### src/rtl/draw_scheduler_if.sv
// -----------------------------------------------------------------------------
// draw_scheduler_if
// Bundles every non-clock signal exchanged between the frame scheduler, the
// shape drawers and the VGA adapter.
//   master : scheduler side. It receives enable, frame_tick, shape_active and
//            the drawer handshake/pixel inputs. It drives draw_start, the
//            vga_* pixel port, busy, frame_done and overrun_count.
//   slave  : environment side (the drawers, the VGA adapter and game control).
// -----------------------------------------------------------------------------
interface draw_scheduler_if #(
    parameter int N_SHAPES = 8,
    parameter int COORD_W  = 11
);
    logic                          enable;
    logic                          frame_tick;
    logic [N_SHAPES-1:0]           shape_active;
    logic [N_SHAPES-1:0]           draw_done;
    logic [N_SHAPES-1:0]           shape_plot;
    logic [N_SHAPES*COORD_W-1:0]   shape_x;
    logic [N_SHAPES*COORD_W-1:0]   shape_y;
    logic [N_SHAPES*3-1:0]         shape_colour;
    logic [N_SHAPES-1:0]           draw_start;
    logic                          vga_plot;
    logic [COORD_W-1:0]            vga_x;
    logic [COORD_W-1:0]            vga_y;
    logic [2:0]                    vga_colour;
    logic                          busy;
    logic                          frame_done;
    logic [7:0]                    overrun_count;

    modport master (
        input  enable, frame_tick, shape_active, draw_done, shape_plot,
               shape_x, shape_y, shape_colour,
        output draw_start, vga_plot, vga_x, vga_y, vga_colour,
               busy, frame_done, overrun_count
    );

    modport slave (
        output enable, frame_tick, shape_active, draw_done, shape_plot,
               shape_x, shape_y, shape_colour,
        input  draw_start, vga_plot, vga_x, vga_y, vga_colour,
               busy, frame_done, overrun_count
    );
endinterface

### src/rtl/draw_scheduler.sv
// -----------------------------------------------------------------------------
// draw_scheduler
// Frame-level owner of the single VGA write port. On each accepted frame tick
// it sweeps the screen with the background colour. It then grants the port to
// each active shape drawer in ascending ID order, using a start/done
// handshake, and ends by pulsing frame_done.
// Ports:
//   clock  : system clock, rising edge
//   resetn : asynchronous active-low reset
//   bus    : draw_scheduler_if.master carrying control, the drawer handshake,
//            the drawer pixel streams, the VGA pixel port and the status outputs
// -----------------------------------------------------------------------------
module draw_scheduler #(
    parameter int         N_SHAPES  = 8,
    parameter int         ID_W      = 3,
    parameter int         COORD_W   = 11,
    parameter int         SCREEN_W  = 160,
    parameter int         SCREEN_H  = 120,
    parameter logic [2:0] BG_COLOUR = 3'b000
) (
    input  logic               clock,
    input  logic               resetn,
    draw_scheduler_if.master   bus
);

    typedef enum logic [2:0] {
        S_IDLE  = 3'd0,
        S_CLEAR = 3'd1,
        S_SCAN  = 3'd2,
        S_DRAW  = 3'd3,
        S_DONE  = 3'd4
    } state_t;

    localparam logic [COORD_W-1:0] CLX_MAX = COORD_W'(SCREEN_W - 1);
    localparam logic [COORD_W-1:0] CLY_MAX = COORD_W'(SCREEN_H - 1);
    localparam logic [ID_W-1:0]    ID_MAX  = ID_W'(N_SHAPES - 1);

    state_t                state_q, state_d;
    logic [ID_W-1:0]       idx_q, idx_d;
    logic [COORD_W-1:0]    clx_q, clx_d;
    logic [COORD_W-1:0]    cly_q, cly_d;
    logic [N_SHAPES-1:0]   draw_start_q, draw_start_d;
    logic [7:0]            ovr_q, ovr_d;
    logic                  busy_q, frame_done_q;

    // One-hot grant vector for drawer id
    function automatic logic [N_SHAPES-1:0] grant_mask(input logic [ID_W-1:0] id);
        logic [N_SHAPES-1:0] one;
        one = {{(N_SHAPES-1){1'b0}}, 1'b1};
        return one << id;
    endfunction

    // State, index, clear-counter and grant sequencing
    always_comb begin
        state_d      = state_q;
        idx_d        = idx_q;
        clx_d        = clx_q;
        cly_d        = cly_q;
        draw_start_d = draw_start_q;
        if (!bus.enable) begin
            // Abort: drop everything back to a clean idle frame boundary
            state_d      = S_IDLE;
            idx_d        = {ID_W{1'b0}};
            clx_d        = {COORD_W{1'b0}};
            cly_d        = {COORD_W{1'b0}};
            draw_start_d = {N_SHAPES{1'b0}};
        end else begin
            case (state_q)
                S_IDLE: begin
                    clx_d = {COORD_W{1'b0}};
                    cly_d = {COORD_W{1'b0}};
                    if (bus.frame_tick) begin
                        state_d = S_CLEAR;
                    end else begin
                        state_d = S_IDLE;
                    end
                end
                S_CLEAR: begin
                    if (clx_q == CLX_MAX) begin
                        clx_d = {COORD_W{1'b0}};
                        if (cly_q == CLY_MAX) begin
                            cly_d   = {COORD_W{1'b0}};
                            idx_d   = {ID_W{1'b0}};
                            state_d = S_SCAN;
                        end else begin
                            cly_d = cly_q + COORD_W'(1);
                        end
                    end else begin
                        clx_d = clx_q + COORD_W'(1);
                    end
                end
                S_SCAN: begin
                    if (bus.shape_active[idx_q]) begin
                        draw_start_d = grant_mask(idx_q);
                        state_d      = S_DRAW;
                    end else if (idx_q == ID_MAX) begin
                        state_d = S_DONE;
                    end else begin
                        idx_d = idx_q + ID_W'(1);
                    end
                end
                S_DRAW: begin
                    // Only the granted drawer's done flag matters
                    if (bus.draw_done[idx_q]) begin
                        draw_start_d = {N_SHAPES{1'b0}};
                        if (idx_q == ID_MAX) begin
                            state_d = S_DONE;
                        end else begin
                            idx_d   = idx_q + ID_W'(1);
                            state_d = S_SCAN;
                        end
                    end else begin
                        state_d = S_DRAW;
                    end
                end
                S_DONE: begin
                    state_d = S_IDLE;
                end
                default: begin
                    state_d      = S_IDLE;
                    idx_d        = {ID_W{1'b0}};
                    draw_start_d = {N_SHAPES{1'b0}};
                end
            endcase
        end
    end

    // Saturating count of ticks dropped while a frame is in flight
    always_comb begin
        ovr_d = ovr_q;
        if (bus.enable && bus.frame_tick && (state_q != S_IDLE) && (ovr_q != 8'hFF)) begin
            ovr_d = ovr_q + 8'd1;
        end else begin
            ovr_d = ovr_q;
        end
    end

    // Registered state and status outputs
    always_ff @(posedge clock or negedge resetn) begin
        if (!resetn) begin
            state_q      <= S_IDLE;
            idx_q        <= {ID_W{1'b0}};
            clx_q        <= {COORD_W{1'b0}};
            cly_q        <= {COORD_W{1'b0}};
            draw_start_q <= {N_SHAPES{1'b0}};
            ovr_q        <= 8'd0;
            busy_q       <= 1'b0;
            frame_done_q <= 1'b0;
        end else begin
            state_q      <= state_d;
            idx_q        <= idx_d;
            clx_q        <= clx_d;
            cly_q        <= cly_d;
            draw_start_q <= draw_start_d;
            ovr_q        <= ovr_d;
            // Status flags track the state being entered, so they line up with state_q
            busy_q       <= (state_d != S_IDLE);
            frame_done_q <= (state_d == S_DONE);
        end
    end

    // VGA port mux: clear sweep, granted drawer pass-through, otherwise quiet
    always_comb begin
        bus.vga_plot   = 1'b0;
        bus.vga_x      = {COORD_W{1'b0}};
        bus.vga_y      = {COORD_W{1'b0}};
        bus.vga_colour = 3'b000;
        case (state_q)
            S_CLEAR: begin
                bus.vga_plot   = 1'b1;
                bus.vga_x      = clx_q;
                bus.vga_y      = cly_q;
                bus.vga_colour = BG_COLOUR;
            end
            S_DRAW: begin
                bus.vga_plot   = bus.shape_plot[idx_q];
                bus.vga_x      = bus.shape_x[int'(idx_q)*COORD_W +: COORD_W];
                bus.vga_y      = bus.shape_y[int'(idx_q)*COORD_W +: COORD_W];
                bus.vga_colour = bus.shape_colour[int'(idx_q)*3 +: 3];
            end
            default: begin
                bus.vga_plot   = 1'b0;
                bus.vga_x      = {COORD_W{1'b0}};
                bus.vga_y      = {COORD_W{1'b0}};
                bus.vga_colour = 3'b000;
            end
        endcase
    end

    assign bus.draw_start    = draw_start_q;
    assign bus.busy          = busy_q;
    assign bus.frame_done    = frame_done_q;
    assign bus.overrun_count = ovr_q;

endmodule

### src/flat_wrapper.sv
// flat-port wrapper written by rule: the top's interface ports become plain ports
module draw_scheduler_flat 
#(
    parameter int         N_SHAPES  = 8,
    parameter int         ID_W      = 3,
    parameter int         COORD_W   = 11,
    parameter int         SCREEN_W  = 160,
    parameter int         SCREEN_H  = 120,
    parameter logic [2:0] BG_COLOUR = 3'b000
)
  (clock, resetn, bus_enable, bus_frame_tick, bus_shape_active, bus_draw_done, bus_shape_plot, bus_shape_x, bus_shape_y, bus_shape_colour, bus_draw_start, bus_vga_plot, bus_vga_x, bus_vga_y, bus_vga_colour, bus_busy, bus_frame_done, bus_overrun_count);
  draw_scheduler_if #(.N_SHAPES(N_SHAPES), .COORD_W(COORD_W)) bus_i ();
  input  logic clock;
  input  logic resetn;
  input wire logic [$bits(bus_i.enable)-1:0] bus_enable;
  input wire logic [$bits(bus_i.frame_tick)-1:0] bus_frame_tick;
  input wire logic [$bits(bus_i.shape_active)-1:0] bus_shape_active;
  input wire logic [$bits(bus_i.draw_done)-1:0] bus_draw_done;
  input wire logic [$bits(bus_i.shape_plot)-1:0] bus_shape_plot;
  input wire logic [$bits(bus_i.shape_x)-1:0] bus_shape_x;
  input wire logic [$bits(bus_i.shape_y)-1:0] bus_shape_y;
  input wire logic [$bits(bus_i.shape_colour)-1:0] bus_shape_colour;
  output wire logic [$bits(bus_i.draw_start)-1:0] bus_draw_start;
  output wire logic [$bits(bus_i.vga_plot)-1:0] bus_vga_plot;
  output wire logic [$bits(bus_i.vga_x)-1:0] bus_vga_x;
  output wire logic [$bits(bus_i.vga_y)-1:0] bus_vga_y;
  output wire logic [$bits(bus_i.vga_colour)-1:0] bus_vga_colour;
  output wire logic [$bits(bus_i.busy)-1:0] bus_busy;
  output wire logic [$bits(bus_i.frame_done)-1:0] bus_frame_done;
  output wire logic [$bits(bus_i.overrun_count)-1:0] bus_overrun_count;
  assign bus_i.enable = bus_enable;
  assign bus_i.frame_tick = bus_frame_tick;
  assign bus_i.shape_active = bus_shape_active;
  assign bus_i.draw_done = bus_draw_done;
  assign bus_i.shape_plot = bus_shape_plot;
  assign bus_i.shape_x = bus_shape_x;
  assign bus_i.shape_y = bus_shape_y;
  assign bus_i.shape_colour = bus_shape_colour;
  assign bus_draw_start = bus_i.draw_start;
  assign bus_vga_plot = bus_i.vga_plot;
  assign bus_vga_x = bus_i.vga_x;
  assign bus_vga_y = bus_i.vga_y;
  assign bus_vga_colour = bus_i.vga_colour;
  assign bus_busy = bus_i.busy;
  assign bus_frame_done = bus_i.frame_done;
  assign bus_overrun_count = bus_i.overrun_count;
  draw_scheduler #(.N_SHAPES(N_SHAPES), .ID_W(ID_W), .COORD_W(COORD_W), .SCREEN_W(SCREEN_W), .SCREEN_H(SCREEN_H), .BG_COLOUR(BG_COLOUR)) u_core (.clock(clock), .resetn(resetn), .bus(bus_i));
endmodule
### config.mk
export PLATFORM = sky130hd
export DESIGN_NAME = draw_scheduler_flat
export DESIGN_NICKNAME = d
export VERILOG_FILES = /design/src/rtl/draw_scheduler_if.sv /design/src/rtl/draw_scheduler.sv /design/src/flat_wrapper.sv
export SDC_FILE = /design/constraint.sdc
export NUM_CORES = 1
export LEC_CHECK = 0
export CORE_UTILIZATION = 38
export CTS_CLUSTER_DIAMETER = 40
export DETAILED_ROUTE_END_ITERATION = 16
export PLACE_DENSITY = 0.83
export RECOVER_POWER = 25
export SLEW_MARGIN = 20
export SYNTH_ARGS = -nofsm -noshare
export SYNTH_HDL_FRONTEND = slang
export SYNTH_SLANG_ARGS = --single-unit
### constraint.sdc
create_clock -name clock -period 2.7 [get_ports clock]
set_input_delay 0.27 -clock clock [delete_from_list [all_inputs] [get_ports clock]]
set_output_delay 0.27 -clock clock [all_outputs]
set_load 0.005 [all_outputs]
==> results of run 1 <==
flip-flops by register name, indices dropped and copies added (netlist names):
| register | cells |
|---|---|
| u_core.bus.draw_start | 8 |
| u_core.cly_q | 11 |
| u_core.state_q | 3 |
| u_core.bus.overrun_count | 8 |
| u_core.clx_q | 11 |
| u_core.idx_q | 3 |
| u_core.bus.busy | 1 |
| u_core.bus.frame_done | 1 |
through the flow:
stage | cells | instance area (um2) | utilization | hold WS, ns
2_1_floorplan | 412 | 4360 | - | -0.0256
3_3_place_gp | 814 | 7330 | 0.668 | 0.384
3_5_place_dp | 814 | 7330 | 0.668 | 0.413
4_1_cts | 824 | 7510 | 0.684 | 0.106
5_1_grt | 825 | 7510 | 0.684 | 0.531
6_report | 825 | 7510 | 0.684 | 0.508
final cells by class:
| type | instances | share of cell area |
|---|---|---|
| multi-input combinational | 328 | 0.406 |
| timing repair buffer | 295 | 0.391 |
| sequential | 46 | 0.154 |
| tap | 140 | 0.0233 |
| clock buffer | 6 | 0.0171 |
| clock inverter | 2 | 0.00500 |
| inverter | 7 | 0.00350 |
| antenna | 1 | 0.000333 |
power by group through the flow:
stage               clock, mW  sequential (mW)  combinational [mW]
finish                  0.712            0.763               0.624
global route            0.737            0.768               0.660
CTS                     0.714            0.763               0.624
detailed placement          0            0.775               0.622
global placement            0            0.772               0.604
floorplan                   0            0.768               0.158
what timing repair did:
action                     in CTS  in global routing
setup endpoints to repair      10                  0
setup buffers                   2                  0
resized for setup               0                  0
worst paths after layout:
check / start / end / slack, ns / cells after the start
max: u_core.idx_q[0] / bus_vga_x[1] / 0.06 / 5
max in group asynchronous: resetn / u_core.idx_q[0] / 0.81 / 1
min in group asynchronous: resetn / u_core.bus.draw_start[1] / 0.52 / 1
min reg2reg: u_core.bus.overrun_count[7] / u_core.bus.overrun_count[7] / 0.51 / 1
max reg2reg: u_core.idx_q[0] / u_core.idx_q[0] / 0.20 / 6
min: u_core.bus.overrun_count[7] / u_core.bus.overrun_count[7] / 0.51 / 1
cell families (layout without fill, tap and decap cells):
group / after synthesis / in the layout
buffers and inverters: 38 / 310
AND/OR/NAND/NOR: 136 / 136
other: 0 / 1
flip-flops: 46 / 46
multiplexers: 93 / 93
adder cells (fa/ha/maj): 9 / 9
AO/OA/AOI/OAI: 81 / 81
XOR/XNOR: 9 / 9
cells in the final DEF (no fill, tap or decap), types with 3 or more instances in the layout:
master	instances
ha_1	9
xor2_1	4
xnor2_1	5
or3_1	4
nand3_1	20
mux4_2	56
dfrtp_1	44
buf_12	4
o31ai_2	7
mux2i_1	33
and3_1	4
nand2b_1	6
nor2b_1	4
o21a_1	3
buf_4	20
inv_1	6
clkbuf_16	5
nand4_1	4
nor2_1	19
o21ai_0	38
a21oi_1	6
o31ai_1	3
o21ai_1	8
clkdlybuf4s50_1	270
and4b_1	3
nand2_1	56
nor3_1	5
layer usage:
layer / wire (um) / vias up / part of all wire / global-route usage
met5: 0 / - / 0 / 0
met4: 838 / 0 / 0.045 / 0.129
met3: 1430 / 43 / 0.077 / 0.0622
met2: 9290 / 255 / 0.50 / 0.512
met1: 6970 / 2353 / 0.38 / 0.389
li1: - / 2139 / - / -
worst max-delay path, delay by kind of cell, from the launching register on:
kind	cells	cell delay, ns
buffers and inverters	2	0.77
multiplexers	2	0.39
flip-flops	1	0.56
AO/OA/AOI/OAI	1	0.36
==> qor.yml, run 1 <==
run_status:
  status: "finished, violations left"
  violations: "max-capacitance violations, max-slew violations"
grt:
  first_global_vias: 4861
  grt_max_degree: 53
  grt_pass1_wl_mm: 27.0
  antenna_found_initial: 1
  globalRouteOverflowTotal: 0
  track_usage: 0.308
worst_setup_path:
  worstSetupPathType: "reg2out"
  end_kind: "output port"
  crit_fanout: 8
  path_cells: "buf_4, mux4_2, mux2i_1, o21ai_0, clkdlybuf4s50_1"
  cp-start-kind: "flip-flop"
  worst_path_max_delay_cell: "clkdlybuf4s50_1"
  worst_ep_arrival_time_ns: 2.37
  max_stage_delay_ns: 0.59
  cp.required_ns: 2.43
clock_network:
  cts_hold_buf: 0
  clk_pin_slew_worst_paths_ns: 0.06
  htreeDepth: 2
  cts.sinks: 46
  cts_buffer_depth: 2
  cts_buffers: 5
  cts_root_buffer: "clkbuf_16"
  insertion_delay_ns: 0.29
  cts_tree: "yes"
power:
  power_mw: 2.10
  p_per_area_nw_per_um2: 279
  seq_power_share: 0.363
  p_comb_frac: 0.297
  intPower_mw: 1.60
  p_clk_frac: 0.339
  switchingPower_mw: 0.500
  switching_share: 0.238
  peakVddDrop_v: 0.000304
  power.leakage_nw: 2.96
logic_synthesis:
  synth_top_family_by_area: "multiplexers"
  synthArstFlopShare: 1.00
  syn_nets: 649
  yosys_most_used_dff: "dfrtp_1"
  synth_edf_count: 0
  synth-adder-area-share: 0.0258
  avgSynthCellArea_um2: 10.6
  synth-seq-area-share: 0.264
  synthXorXnorAreaFrac: 0.0181
  yosys.area_share.simple: 0.155
  yosysTopAreaCell: "mux4_2"
  synth_top_area_frac: 0.289
  synth_mux_area_frac: 0.376
  synth_cells: 412
  synth_compound_area_frac: 0.124
  synth_area_leaders: "mux4_2 29%, dfrtp_1 26%, mux2i_1 7.6%, nand2_1 4.8%, o21ai_0 4.4%"
  synth_common_cells: "56 x mux4_2, 56 x nand2_1, 46 x dfrtp_1"
  syn_area_um2: 4360
  yosys_warnings: 0
  ys_types: 50
  synth-seq-cells: 46
finish:
  multi_input_area_um2: 3050
  num-fill-cells: 816
  seq_area_um2: 1160
  syn2layout_area_growth_pct: 72.5
  layout.nets: 920
  drive_gt1_frac: 0.154
placed_design:
  hpwl_mm: 15.5
  place_congestion: 0.888
  post-place-ws_ns: 0.228
  portBuffers: 271
hold_path:
  min_path_type: "reg2reg"
sta:
  grt_setup_unrepaired: "false"
  worst_pin_slew_ns: 1.95
  min_period_ns: 2.64
  finalSetupTns_ns: 0
  slew_headroom: -0.299
  hold_violations: 0
  finalSetupViolCount: 0
  final_max_slew_viol_count: 36
  finClkSkew_ns: 0.00781
  fin_crit_sh: 0.978
  fin_ws_ns: 0.0600
  fmax_mhz: 379
floorplanning:
  dieArea_um2: 11900
  core_um2: 11000
  die_x_um: 109
  rows: 38
  start_util: 0.397
  ios: 272
  die_h_um: 109
flow_run:
  drv_cap: 1
route:
  ant_nets: 0
  drc_errors: 0
  num_vias: 4790
  drt_iter0_drc: 344
  drt_wl_total_mm: 18.5
  wl_per_cell_um: 22.5
  routed_via_density: 5.81
  dr.pass1.iters: 5
(Power assumes the default switching activity.)
==> run 2: changes to the inputs <==
- CAP_MARGIN: unset -> 20
==> results of run 2 <==
Final layout, timing and power as in run 1 (identical DEF).
==> run 3: changes to the inputs <==
- GPL_TIMING_DRIVEN: unset -> 0
==> run 3 against run 2 <==
Clock skew fell by 0.0015 ns. Highest routed layer unchanged. Sequential power about the same. Combinational power decreased by 0.6%. First-iteration DRC count is 31% higher. Sequential cell count stayed put. Die area unchanged. Critical path type unchanged. Wire length rose by 2.0%. Non-clock buffer count is 8 higher. The run now ends clean. Hold slack worse by 0.046 ns. Maximum frequency decreased by 0.82%. Power increased by 0.42%. Register-to-register slack better by 0.04 ns.
==> qor.yml, run 3 (same netlist as run 1, synthesis figures left out) <==
grt:
  antenna_found_initial: 1
  first_global_vias: 5019
  globalRouteOverflowTotal: 0
  grt_max_degree: 29
  track_usage: 0.319
  grt_pass1_wl_mm: 28.0
sta:
  final_max_slew_viol_count: 0
  grt_setup_unrepaired: "false"
  fin_ws_ns: 0.0382
  fmax_mhz: 376
  fin_crit_sh: 0.986
  finClkSkew_ns: 0.00630
  finalSetupViolCount: 0
  slew_headroom: 0.271
  min_period_ns: 2.66
  hold_violations: 0
  worst_pin_slew_ns: 1.09
finish:
  num-fill-cells: 852
  seq_area_um2: 1150
  layout.nets: 928
  fin_util: 0.687
  mostFrequentLayoutCell: "clkdlybuf4s50_1"
  multi_input_area_um2: 3060
  reg_top3: "u_core.clx_q: 11 flops, u_core.cly_q: 11 flops"
  drive_gt1_frac: 0.145
  mostFrequentLayoutCells: "247 x clkdlybuf4s50_1, 56 x nand2_1, 56 x mux4_2"
  syn2layout_area_growth_pct: 73.1
route:
  routed_via_density: 5.82
  num_vias: 4844
  wl_per_cell_um: 22.7
  drt_iter0_drc: 451
  drt_wl_total_mm: 18.9
  dr.pass1.iters: 6
  drc_errors: 0
  ant_nets: 0
worst_setup_path:
  end_kind: "output port"
  regToRegSetupSlack_ns: 0.24
  rr_startpoint: "u_core.state_q[2]"
  cp-start-kind: "flip-flop"
  worstSetupPathType: "reg2out"
  critPathLaunch: "u_core.idx_q[0]"
  reg2reg_depth: 7
  crit_path_end: "bus_vga_x[6]"
  max_stage_delay_ns: 0.51
  worst_ep_arrival_time_ns: 2.39
  path_cells: "buf_6, buf_12, buf_12, mux4_2, mux2i_1, o21ai_0, dlygate4sd2_1"
  crit_fanout: 10
  cp.required_ns: 2.43
  cpMostUsedCell: "buf_12"
  worst_path_max_delay_cell: "mux4_2"
  r2r_end: "u_core.cly_q[10]"
clock_network:
  insertion_delay_ns: 0.29
  cts_root_buffer: "clkbuf_16"
  cts_buffer_depth: 2
  clk_pin_slew_worst_paths_ns: 0.07
  cts_buffers: 5
  cts_tree: "yes"
  cts.sinks: 46
  htreeDepth: 2
placed_design:
  portBuffers: 270
  hpwl_mm: 16.1
  post-place-ws_ns: -0.286
  place_congestion: 0.919
floorplanning:
  core_um2: 11000
  ios: 272
  rows: 38
  die_h_um: 109
  start_util: 0.397
  die_x_um: 109
  dieArea_um2: 11900
hold_path:
  min_path_type: "in2reg"
flow_run:
  drv_cap: 0
power:
  power.leakage_nw: 3.18
  p_per_area_nw_per_um2: 280
  peakVddDrop_v: 0.000225
run_status:
  status: "finished clean"
## run 3: cell types whose count changed in the layout (fill, tap and decap cells not counted), sizes merged
cell,previous run,this run
buf,24,13
clkbuf,7,26
clkdlybuf4s50,270,247
clkinvlp,1,0
dlygate4sd2,0,13
dlygate4sd3,0,1
dlymetal6s2s,0,9
## run 3: power breakdown
part | total (mW) | switching (mW) | internal (mW)
Sequential | 0.763 | 0.0428 | 0.720
Combinational | 0.620 | 0.181 | 0.439
Clock | 0.725 | 0.268 | 0.458
Total | 2.11 | 0.492 | 1.62
## run 3: layout make-up
class,instances,share of cell area
Clock buffer,6,0.0184
Antenna cell,1,0.000332
Timing Repair Buffer,274,0.362
Inverter,7,0.00348
Clock inverter,1,0.00398
Buffer,29,0.0302
Sequential cell,46,0.153
Tap cell,140,0.0232
Multi-Input combinational cell,328,0.405
## run 3: timing repair
action,CTS,global route
gates resized for setup,46,14
setup buffers,1,1
setup endpoints to repair,26,14
endpoints found under the hold margin,18,0
hold buffers,1,0
## run 3: metrics by stage
stage                     hold WS [ns]  instances  area, um2  power [mW]  setup TNS (ns)
after detailed placement         0.254        823       7250        1.39           -4.76
after global routing             0.488        832       7540        2.16               0
final                            0.463        832       7540        2.11               0
after floorplan                -0.0256        412       4360       0.926               0
after global placement           0.488        822       7230        1.37           -4.23
after CTS                        0.459        830       7510        2.10               0
## run 3: worst min path at each step
stage / slack, ns / startpoint / endpoint / cells after the start
global placement: 0.49 / u_core.bus.overrun_count[7] / u_core.bus.overrun_count[7] / 1
floorplan: -0.03 / resetn / u_core.bus.busy / 0
finish: 0.46 / bus_enable / u_core.state_q[0] / 3
detailed placement: 0.25 / resetn / u_core.bus.draw_start[0] / 1
CTS: 0.46 / bus_enable / u_core.state_q[0] / 3
global route: 0.49 / bus_enable / u_core.state_q[0] / 3
## run 3: routing by layer
metal / part of all wire / vias up / GRT usage
met5: 0 / - / 0
met4: 0.043 / 0 / 0.139
met3: 0.083 / 40 / 0.0777
met2: 0.51 / 270 / 0.538
met1: 0.36 / 2385 / 0.385
li1: - / 2149 / -
## run 3: worst max-delay path: cells and delay by family, from the launching register on
kind | cells | cell delay (ns)
DFF | 1 | 0.39
buffers and inverters | 4 | 0.82
muxes | 2 | 0.70
AOI/OAI and AO/OA | 1 | 0.19
